File: config.mk
export PLATFORM = sky130hd
export DESIGN_NAME = ark_stream_out
export DESIGN_NICKNAME = d
export VERILOG_FILES = /design/src/rtl/ark_pkg.sv /design/src/rtl/add_round_key.sv /design/src/rtl/ark_stream_out.sv
export SDC_FILE = /design/constraint.sdc
export NUM_CORES = 1
export LEC_CHECK = 0
export CAP_MARGIN = 20
export CORE_MARGIN = 3
export CORE_UTILIZATION = 37
export DETAILED_ROUTE_END_ITERATION = 8
export GPL_TIMING_DRIVEN = 0
export PLACE_DENSITY = 0.78
export SETUP_SLACK_MARGIN = 0.2
export SYNTH_ARGS = -nofsm -noshare
export SYNTH_HDL_FRONTEND = slang
export SYNTH_SLANG_ARGS = --single-unit
File: constraint.sdc
create_clock -name clk_i -period 4.2 [get_ports clk_i]
set_input_delay 0.84 -clock clk_i [delete_from_list [all_inputs] [get_ports clk_i]]
set_output_delay 0.84 -clock clk_i [all_outputs]
set_load 0.03 [all_outputs]
File: src/rtl/ark_pkg.sv
// Types and helpers shared by the AddRoundKey output stage and the round FSM packing.
package ark_pkg;

  localparam int unsigned ARK_WIDTH = 8;
  localparam int unsigned ARK_DIM   = 4;

  typedef logic [ARK_WIDTH-1:0] matrix_t [ARK_DIM][ARK_DIM];

  typedef enum logic [1:0] {
    IDLE = 2'd0,
    SEND = 2'd1,
    DONE = 2'd2
  } state_e;

  // Flat element index for matrix element [i][j]; same packing as vec2mat.
  function automatic int unsigned elem_idx(input int unsigned i,
                                           input int unsigned j,
                                           input int unsigned dim);
    return i * dim + j;
  endfunction

endpackage

File: src/rtl/add_round_key.sv
// Element-wise XOR of a state matrix with a packed round key.
// Combinational only, so it adds no latency and has no flow control.
module add_round_key
  import ark_pkg::*;
#(
  parameter int unsigned WIDTH = ARK_WIDTH,
  parameter int unsigned DIM   = ARK_DIM
) (
  input  logic [WIDTH-1:0]         mat_i [DIM][DIM],
  input  logic [DIM*DIM*WIDTH-1:0] key_i,
  output logic [DIM*DIM*WIDTH-1:0] res_o
);

  for (genvar i = 0; i < DIM; i++) begin : g_row
    for (genvar j = 0; j < DIM; j++) begin : g_col
      localparam int unsigned K = elem_idx(i, j, DIM);
      assign res_o[K*WIDTH +: WIDTH] = mat_i[i][j] ^ key_i[K*WIDTH +: WIDTH];
    end
  end

endmodule

File: src/rtl/ark_stream_out.sv
// Captures the mixed state on the rising edge of done_i, applies the round key and streams it out bytewise.
// First byte is valid one cycle after capture; valid_o/data_o hold until ready_i accepts each byte.
module ark_stream_out
  import ark_pkg::*;
#(
  parameter int unsigned WIDTH = ARK_WIDTH,
  parameter int unsigned DIM   = ARK_DIM
) (
  input  logic                     clk_i,
  input  logic                     rst_i,
  input  logic [WIDTH-1:0]         mat_i [DIM][DIM],
  input  logic                     done_i,
  input  logic [DIM*DIM*WIDTH-1:0] key_i,
  output logic [WIDTH-1:0]         data_o,
  output logic                     valid_o,
  input  logic                     ready_i,
  output logic                     last_o,
  output logic [DIM*DIM*WIDTH-1:0] res_o,
  output logic                     res_valid_o,
  output logic                     complete_o
);

  localparam int unsigned NUM   = DIM * DIM;
  localparam int unsigned IDX_W = (NUM > 1) ? $clog2(NUM) : 1;
  localparam logic [IDX_W-1:0] LAST_IDX = IDX_W'(NUM - 1);

  state_e               state_q, state_d;
  logic                 done_q;
  logic                 armed_q;
  logic [IDX_W-1:0]     idx_q, idx_d;
  logic [WIDTH-1:0]     buf_q [NUM];
  logic [NUM*WIDTH-1:0] xor_res;
  logic [NUM*WIDTH-1:0] buf_flat;
  logic                 capture;
  logic                 xfer;
  logic                 xfer_last;

  add_round_key #(
    .WIDTH (WIDTH),
    .DIM   (DIM)
  ) u_add_round_key (
    .mat_i (mat_i),
    .key_i (key_i),
    .res_o (xor_res)
  );

  // armed_q blocks a capture when done_i is already high coming out of reset:
  // a real rising edge needs done_i to have been sampled low first.
  assign capture   = done_i && !done_q && armed_q;
  assign xfer      = (state_q == SEND) && ready_i;
  assign xfer_last = xfer && (idx_q == LAST_IDX);

  always_ff @(posedge clk_i or posedge rst_i) begin
    if (rst_i) begin
      state_q <= IDLE;
    end else begin
      state_q <= state_d;
    end
  end

  always_comb begin
    state_d = state_q;
    unique case (state_q)
      IDLE:    if (capture)   state_d = SEND;
      SEND:    if (xfer_last) state_d = DONE;
      DONE:    if (!done_i)   state_d = IDLE;
      default: state_d = IDLE;
    endcase
  end

  always_comb begin
    idx_d = idx_q;
    if ((state_q == IDLE && capture) || xfer_last) begin
      idx_d = '0;
    end else if (xfer) begin
      idx_d = idx_q + IDX_W'(1);
    end
  end

  always_ff @(posedge clk_i or posedge rst_i) begin
    if (rst_i) begin
      done_q  <= 1'b0;
      armed_q <= 1'b0;
      idx_q   <= '0;
      for (int k = 0; k < NUM; k++) begin
        buf_q[k] <= '0;
      end
    end else begin
      done_q <= done_i;
      if (!done_i) begin
        armed_q <= 1'b1;
      end
      idx_q <= idx_d;
      if (state_q == IDLE && capture) begin
        for (int k = 0; k < NUM; k++) begin
          buf_q[k] <= xor_res[k*WIDTH +: WIDTH];
        end
      end
    end
  end

  for (genvar k = 0; k < NUM; k++) begin : g_flat
    assign buf_flat[k*WIDTH +: WIDTH] = buf_q[k];
  end

  always_comb begin
    valid_o     = 1'b0;
    data_o      = '0;
    last_o      = 1'b0;
    complete_o  = 1'b0;
    res_valid_o = 1'b0;
    res_o       = '0;
    unique case (state_q)
      SEND: begin
        valid_o     = 1'b1;
        data_o      = buf_q[idx_q];
        last_o      = (idx_q == LAST_IDX);
        res_valid_o = 1'b1;
        res_o       = buf_flat;
      end
      DONE: begin
        complete_o  = 1'b1;
        res_valid_o = 1'b1;
        res_o       = buf_flat;
      end
      default: begin
      end
    endcase
  end

endmodule

==> results of run 1 <==
==> routing by layer <==
layer	global-route usage, %	part of all wire (%)
met2	45.0	51
met3	6.16	7.3
met5	0	0
met1	33.3	40
met4	7.40	2.3
==> layout make-up <==
class | instances | area (sq um)
Tap cell | 275 | 344
Clock inverter | 12 | 139
Timing Repair Buffer | 402 | 4050
Buffer | 54 | 338
Multi-Input combinational cell | 637 | 4320
Clock buffer | 20 | 467
Inverter | 4 | 18.8
Fill cell | 1819 | 8140
Sequential cell | 136 | 3400
==> cells in the mapped netlist, drive strengths merged, types with 9 or more instances <==
| library cell | n | share of area [%] |
|---|---|---|
| mux2 | 10 | 1.4 |
| buf | 26 | 2.8 |
| and2 | 128 | 9.9 |
| xnor2 | 128 | 14 |
| o21ai | 135 | 8.4 |
| mux2i | 19 | 2.4 |
| dfrtp | 136 | 42 |
| mux4 | 20 | 6.1 |
| nand2 | 133 | 6.2 |
| a21oi | 9 | 0.56 |
| nor2 | 10 | 0.47 |
| clkbuf | 28 | 1.3 |
==> flip-flops by register name, summed over array words and instances, names as in the netlist <==
| register | cells |
|---|---|
| idx_q | 4 |
| state_q | 2 |
| armed_q | 1 |
| buf_flat | 128 |
| done_q | 1 |
==> stage by stage <==
stage	hold WS, ns	worst slack, ns	power, mW	instances
after floorplan	0.435	1.31	5.64	831
after global placement	0.449	0.375	8.14	1505
after detailed placement	0.477	0.591	8.23	1508
after CTS	0.490	0.203	9.80	1540
after global routing	0.513	0.219	10.3	1540
final	0.488	0.311	9.76	1540
==> worst max-delay path, stage by stage, from the launching register on <==
cell,delay (ns)
dfrtp_1,0.35
clkbuf_1,0.34
buf_2,0.38
nor2_1,0.18
a22o_1,0.24
o31ai_1,0.36
clkdlybuf4s50_1,0.77
==> kinds of logic after synthesis <==
group	Yosys count
xor+xnor	129
compound gates	161
mux	49
buf+inv	58
flops	136
fa+ha+maj	5
simple gates	293
==> cell usage in the layout, fill, tap and decap left out, types with 4 or more instances in the layout <==
master             n
mux4_1            12
buf_6             10
dfrtp_1          136
clkdlybuf4s50_1  399
o21ai_1           40
mux2i_1           19
ha_1               5
xnor2_1          128
nand3_1            5
and2_1           128
nor2b_1            4
clkbuf_1          20
o22ai_1            4
nor2_1            10
mux4_2             8
nand2_1          133
clkinvlp_4         5
inv_6              4
buf_2             14
o21ai_0           95
clkbuf_16         17
mux2_2            10
nand2b_1           5
buf_12             5
clkbuf_2           8
a21oi_1            9
==> power by group <==
part           leakage (nW)  internal, mW  switching [mW]
clock network         0.286         0.929           0.619
logic                  3.31          2.48            3.25
registers              1.69          1.95           0.528
total                  5.29          5.36            4.40
==> worst max-delay path by stage <==
stage | end | slack [ns] | cells after the start
2_1_floorplan | data_o[1] | 1.31 | 6
3_3_place_gp | buf_flat[84]$_DFFE_PP0P_ | 0.38 | 2
3_5_place_dp | res_o[67] | 0.59 | 6
4_1_cts | res_o[9] | 0.20 | 6
5_1_grt | data_o[7] | 0.22 | 6
6_report | data_o[7] | 0.31 | 6
==> what timing repair did <==
item,in CTS,in global routing
endpoints found under the setup margin,17,77
endpoints found under the hold margin,0,0
pin swaps,0,0
gates resized for setup,2,12
buffers inserted,0,0
cloned,0,0
==> out/metrics.cfg, run 1 <==
[run_status]
status=completed

[min_path]
hold_class=flip-flop to flip-flop
hold_end=buf_flat[73]$_DFFE_PP0P_
min_path_cells=2
worstHoldStart=buf_flat[73]$_DFFE_PP0P_

[critical_path]
r2r_end=buf_flat[97]$_DFFE_PP0P_
reg2reg_depth=10
start_kind=flip-flop
worstPathMaxFanout=10
crit_type=flip-flop to primary output
cp-end-kind=primary output
required_ns=3.36
r2r_slack_ns=2.25
reg2reg_from=state_q[0]$_DFFE_PP0P_
critPathLaunch=idx_q[1]$_DFFE_PP0P_
cp_data_arrival_time_ns=3.05

[yosys]
synthSimpleGateAreaFrac_pct=18.3
synthMuxAreaShare_pct=9.89
synth_top_family_by_area=simple AND/OR/NAND/NOR gates
synth_compound_area_share_pct=10.5
synthXorXnorAreaFrac_pct=14.0
syn-mean-instance-area_sq_um=9.71
yosysUniqueCellTypes=35
syn_nets=1096
ys_ff_latch=136
synthesis.area_sq_um=8070
synthArstFlopShare_pct=100
yosys_warnings=0
seq_area_frac_synth_pct=42.2
synth_edf_count=0
synth_top_flop_cell=dfrtp_1
synth_adder_area_share_pct=0.775
synthCells=831

[grt]
grt_max_degree=43
antenna_found_initial=0
overflow=0
track_usage_pct=26.2
grt_pass1_vias=7852
grt_pass1_wl_mm=47.1

[route]
drt-initial-drc-count=322
drtPass1Iterations=5
route.detailed.drc=0
vias=7669
antenna_left=0
viasPerCell=4.98
post_drt_wl_per_cell_um=20.6
routed_wl_mm=31.7

[place]
gp_congestion=0.870
hpwl_mm=25.3
place_area_sq_um=12500
place.port_buffers=399

[sta]
slew_violations=0
tightest_slew_ns=0.651
fin_crit_ns=3.89
setup-violations-final=0
fin_tns_setup_ns=0
hold_viol=0
clock.fmax_mhz=257
fin_crit_sh_pct=92.6
finClkSkew_ns=0.00856
rsz0062_at_grt=no
slew_headroom_pct=56.5

[die]
boundaryPins=400
rows=53
dieHeight_um=154
start_util_pct=38.0
die_w_um=154
core_sq_um=21200
dieArea_sq_um=23600

[layout]
area_growth_pct=62.2
fin_nets=1517
final_util_pct=61.7
drive_above_1_share_pct=7.04
diodes=0
fin_area_sq_um=13100

[clock_network]
cts_max_path_buffers=2
cts_root_buffer=clkbuf_16
clkTransAtPathRegs_ns=0.06
cts_tree=done
postCtsHoldBufs=0
clk_latency_ns=0.42
cts_sinks=136
cts_made_buffers=17
h-tree-depth=4

[power_and_ir_drop]
vdd_drop_max_uv=367
power_leakage_nw=5.29
p_per_area_nw_per_um2=746

[flow_run]
drv_cap=0

Power figures use the tool's default switching activity.
==> run 2, diff against run 1 <==
--- a/config.mk
+++ b/config.mk
@@ -6,11 +6,12 @@
 export NUM_CORES = 1
 export LEC_CHECK = 0
 export CAP_MARGIN = 20
-export CORE_MARGIN = 3
-export CORE_UTILIZATION = 37
+export CORE_AREA = 3 3 155 157
+export CTS_BUF_LIST = sky130_fd_sc_hd__clkbuf_2 sky130_fd_sc_hd__clkbuf_4 sky130_fd_sc_hd__clkbuf_8
 export DETAILED_ROUTE_END_ITERATION = 8
+export DIE_AREA = 0 0 158 160
 export GPL_TIMING_DRIVEN = 0
-export PLACE_DENSITY = 0.78
+export PLACE_DENSITY = 0.74
 export SETUP_SLACK_MARGIN = 0.2
 export SYNTH_ARGS = -nofsm -noshare
 export SYNTH_HDL_FRONTEND = slang
==> run 2 against run 1 <==
Effect of this change: sequential power hardly changed; final area shrank 1.1%; final cell count rose by 0.58%; worst hold slack lost 0.0048 ns; wire length rose by 0.37%; flip-flop and latch count stayed put; largest power group unchanged.
==> out/metrics.cfg, run 2 (same netlist as run 1, synthesis figures left out) <==
[layout]
area_growth_pct=60.4
final_util_pct=57.2  ; -4.5 points
fin_nets=1517  ; unchanged
final-seq-area_sq_um=3400  ; unchanged
n_fill_cell=1989  ; +9.3%
largest_reg_flops=128  ; unchanged
multi_input_area_sq_um=4320  ; unchanged
fin_area_sq_um=12900  ; -1.1%
drive_above_1_share_pct=6.73  ; -0.31 points
most-common-layout-cells=clkdlybuf4s50_1 (399), dfrtp_1 (136), nand2_1 (133)
final_common_cell=clkdlybuf4s50_1

[grt]
grt_pass1_wl_mm=47.0  ; -0.41%
antenna_found_initial=0  ; unchanged
grt_max_degree=41  ; -4.7%
overflow=0  ; unchanged
global_route.usage.met2_pct=43.0  ; -1.9 points
gr-usage-met1_pct=32.1  ; -1.1 points
gr-usage-met3_pct=4.82  ; -1.3 points
track_usage_pct=24.9  ; -1.4 points
grt.busiest_layer=met2
grt_pass1_vias=7929  ; +0.98%

[critical_path]
cp_data_arrival_time_ns=3.02  ; -0.03 ns
cp-end-kind=primary output
required_ns=3.36  ; about the same
start_kind=flip-flop
crit_type=flip-flop to primary output
worstPathMaxFanout=10  ; unchanged

[place]
hpwl_mm=25.7  ; +1.6%
place_area_sq_um=12500  ; +0.10%
gp_congestion=0.837  ; -3.8%
place.port_buffers=399  ; unchanged

[sta]
tightest_slew_ns=0.752  ; +0.101 ns
fin_tns_setup_ns=0  ; unchanged
finClkSkew_ns=0.0104  ; +0.00183 ns
hold_ws_ns=0.484  ; -0.00481 ns
rsz0062_at_grt=no
clock.fmax_mhz=259  ; +0.76%
hold_viol=0  ; unchanged
fin_crit_sh_pct=91.9  ; -0.70 points
fin_crit_ns=3.86  ; -0.0293 ns
slew_headroom_pct=49.8  ; -6.7 points
setup-violations-final=0  ; unchanged
slew_violations=0  ; unchanged

[flow_run]
drv_cap=0  ; unchanged

[route]
post_drt_wl_per_cell_um=20.5  ; -0.22%
drtPass1Iterations=4  ; -1
route.detailed.drc=0  ; unchanged
vias=7639  ; -0.39%
routed_wl_mm=31.8  ; +0.37%
viasPerCell=4.93  ; -0.97%
drt-initial-drc-count=295  ; -8.4%
antenna_left=0  ; unchanged

[clock_network]
clk_latency_ns=0.45  ; +0.03 ns
cts_sinks=136  ; unchanged
cts_made_buffers=17  ; unchanged
cts_tree=done
h-tree-depth=4  ; unchanged
cts_root_buffer=clkbuf_8
cts_setup_buffers=0  ; unchanged
cts_max_path_buffers=2  ; unchanged
clkTransAtPathRegs_ns=0.08  ; +0.02 ns

[power_and_ir_drop]
p_per_area_nw_per_um2=732  ; -1.9%
power_leakage_nw=5.21  ; -1.4%
vdd_drop_max_uv=278  ; -24%
total_power_mw=9.47  ; -2.9%

[min_path]
hold_class=flip-flop to flip-flop

[die]
boundaryPins=400  ; unchanged
die_w_um=158  ; +2.8%
rows=55  ; +3.8%
start_util_pct=35.6  ; -2.4 points
core_sq_um=22600  ; +6.7%
dieArea_sq_um=25300  ; +7.1%
dieHeight_um=160  ; +4.1%

[run_status]
status=completed

==> run 2: through the flow <==
step / instances / worst slack [ns]
after global routing: 1548 / 0.219
final: 1549 / 0.340
after floorplan: 831 / 1.31
after CTS: 1548 / 0.246
after detailed placement: 1518 / 0.563
after global placement: 1515 / 0.307
==> run 2: power breakdown <==
group	total, mW	switching (mW)	internal, mW
Sequential	2.47	0.525	1.95
Combinational	5.74	3.26	2.48
Clock	1.26	0.541	0.717
Total	9.47	4.33	5.14
==> run 2: layout make-up <==
cell class,instances,share of cell area [%]
Multi-Input combinational cell,637,33.4
Timing Repair Buffer,402,31.3
Clock inverter,11,1.55
Sequential cell,136,26.3
Antenna cell,1,0.0193
Clock buffer,19,1.92
Tap cell,285,2.75
Inverter,4,0.145
Buffer,54,2.61
==> run 2: path summary, 6_finish.rpt <==
check / from / end / slack, ns / cells past startpoint
worst max-delay path: idx_q[0]$_DFFE_PP0P_ / data_o[4] / 0.34 / 6
worst max register to register: state_q[0]$_DFFE_PP0P_ / buf_flat[110]$_DFFE_PP0P_ / 2.20 / 10
worst min register to register: armed_q$_DFFE_PP0N_ / armed_q$_DFFE_PP0N_ / 0.48 / 1
min in group asynchronous: rst_i / buf_flat[63]$_DFFE_PP0P_ / 0.86 / 2
max in group asynchronous: rst_i / buf_flat[78]$_DFFE_PP0P_ / 2.42 / 4
worst min-delay path: armed_q$_DFFE_PP0N_ / armed_q$_DFFE_PP0N_ / 0.48 / 1
==> run 2: routing by layer <==
| metal | part of all wire [%] | vias to the layer above |
|---|---|---|
| met5 | 0 | - |
| met1 | 42 | 3705 |
| met4 | 1.6 | 0 |
| met2 | 51 | 290 |
| li1 | - | 3615 |
| met3 | 6.1 | 29 |
==> run 2: critical path: stages (launching register included) <==
cell and delay, ns:
dfrtp_1 0.45, buf_6 0.24, buf_12 0.18, mux4_1 0.63, mux2i_1 0.27, o32ai_1 0.13, clkdlybuf4s50_1 0.65
==> run 2: what timing repair did <==
item / 4_1_cts / 5_1_grt
endpoints found under the setup margin: 52 / 21
hold buffers: 0 / 0
resized for setup: 4 / 6
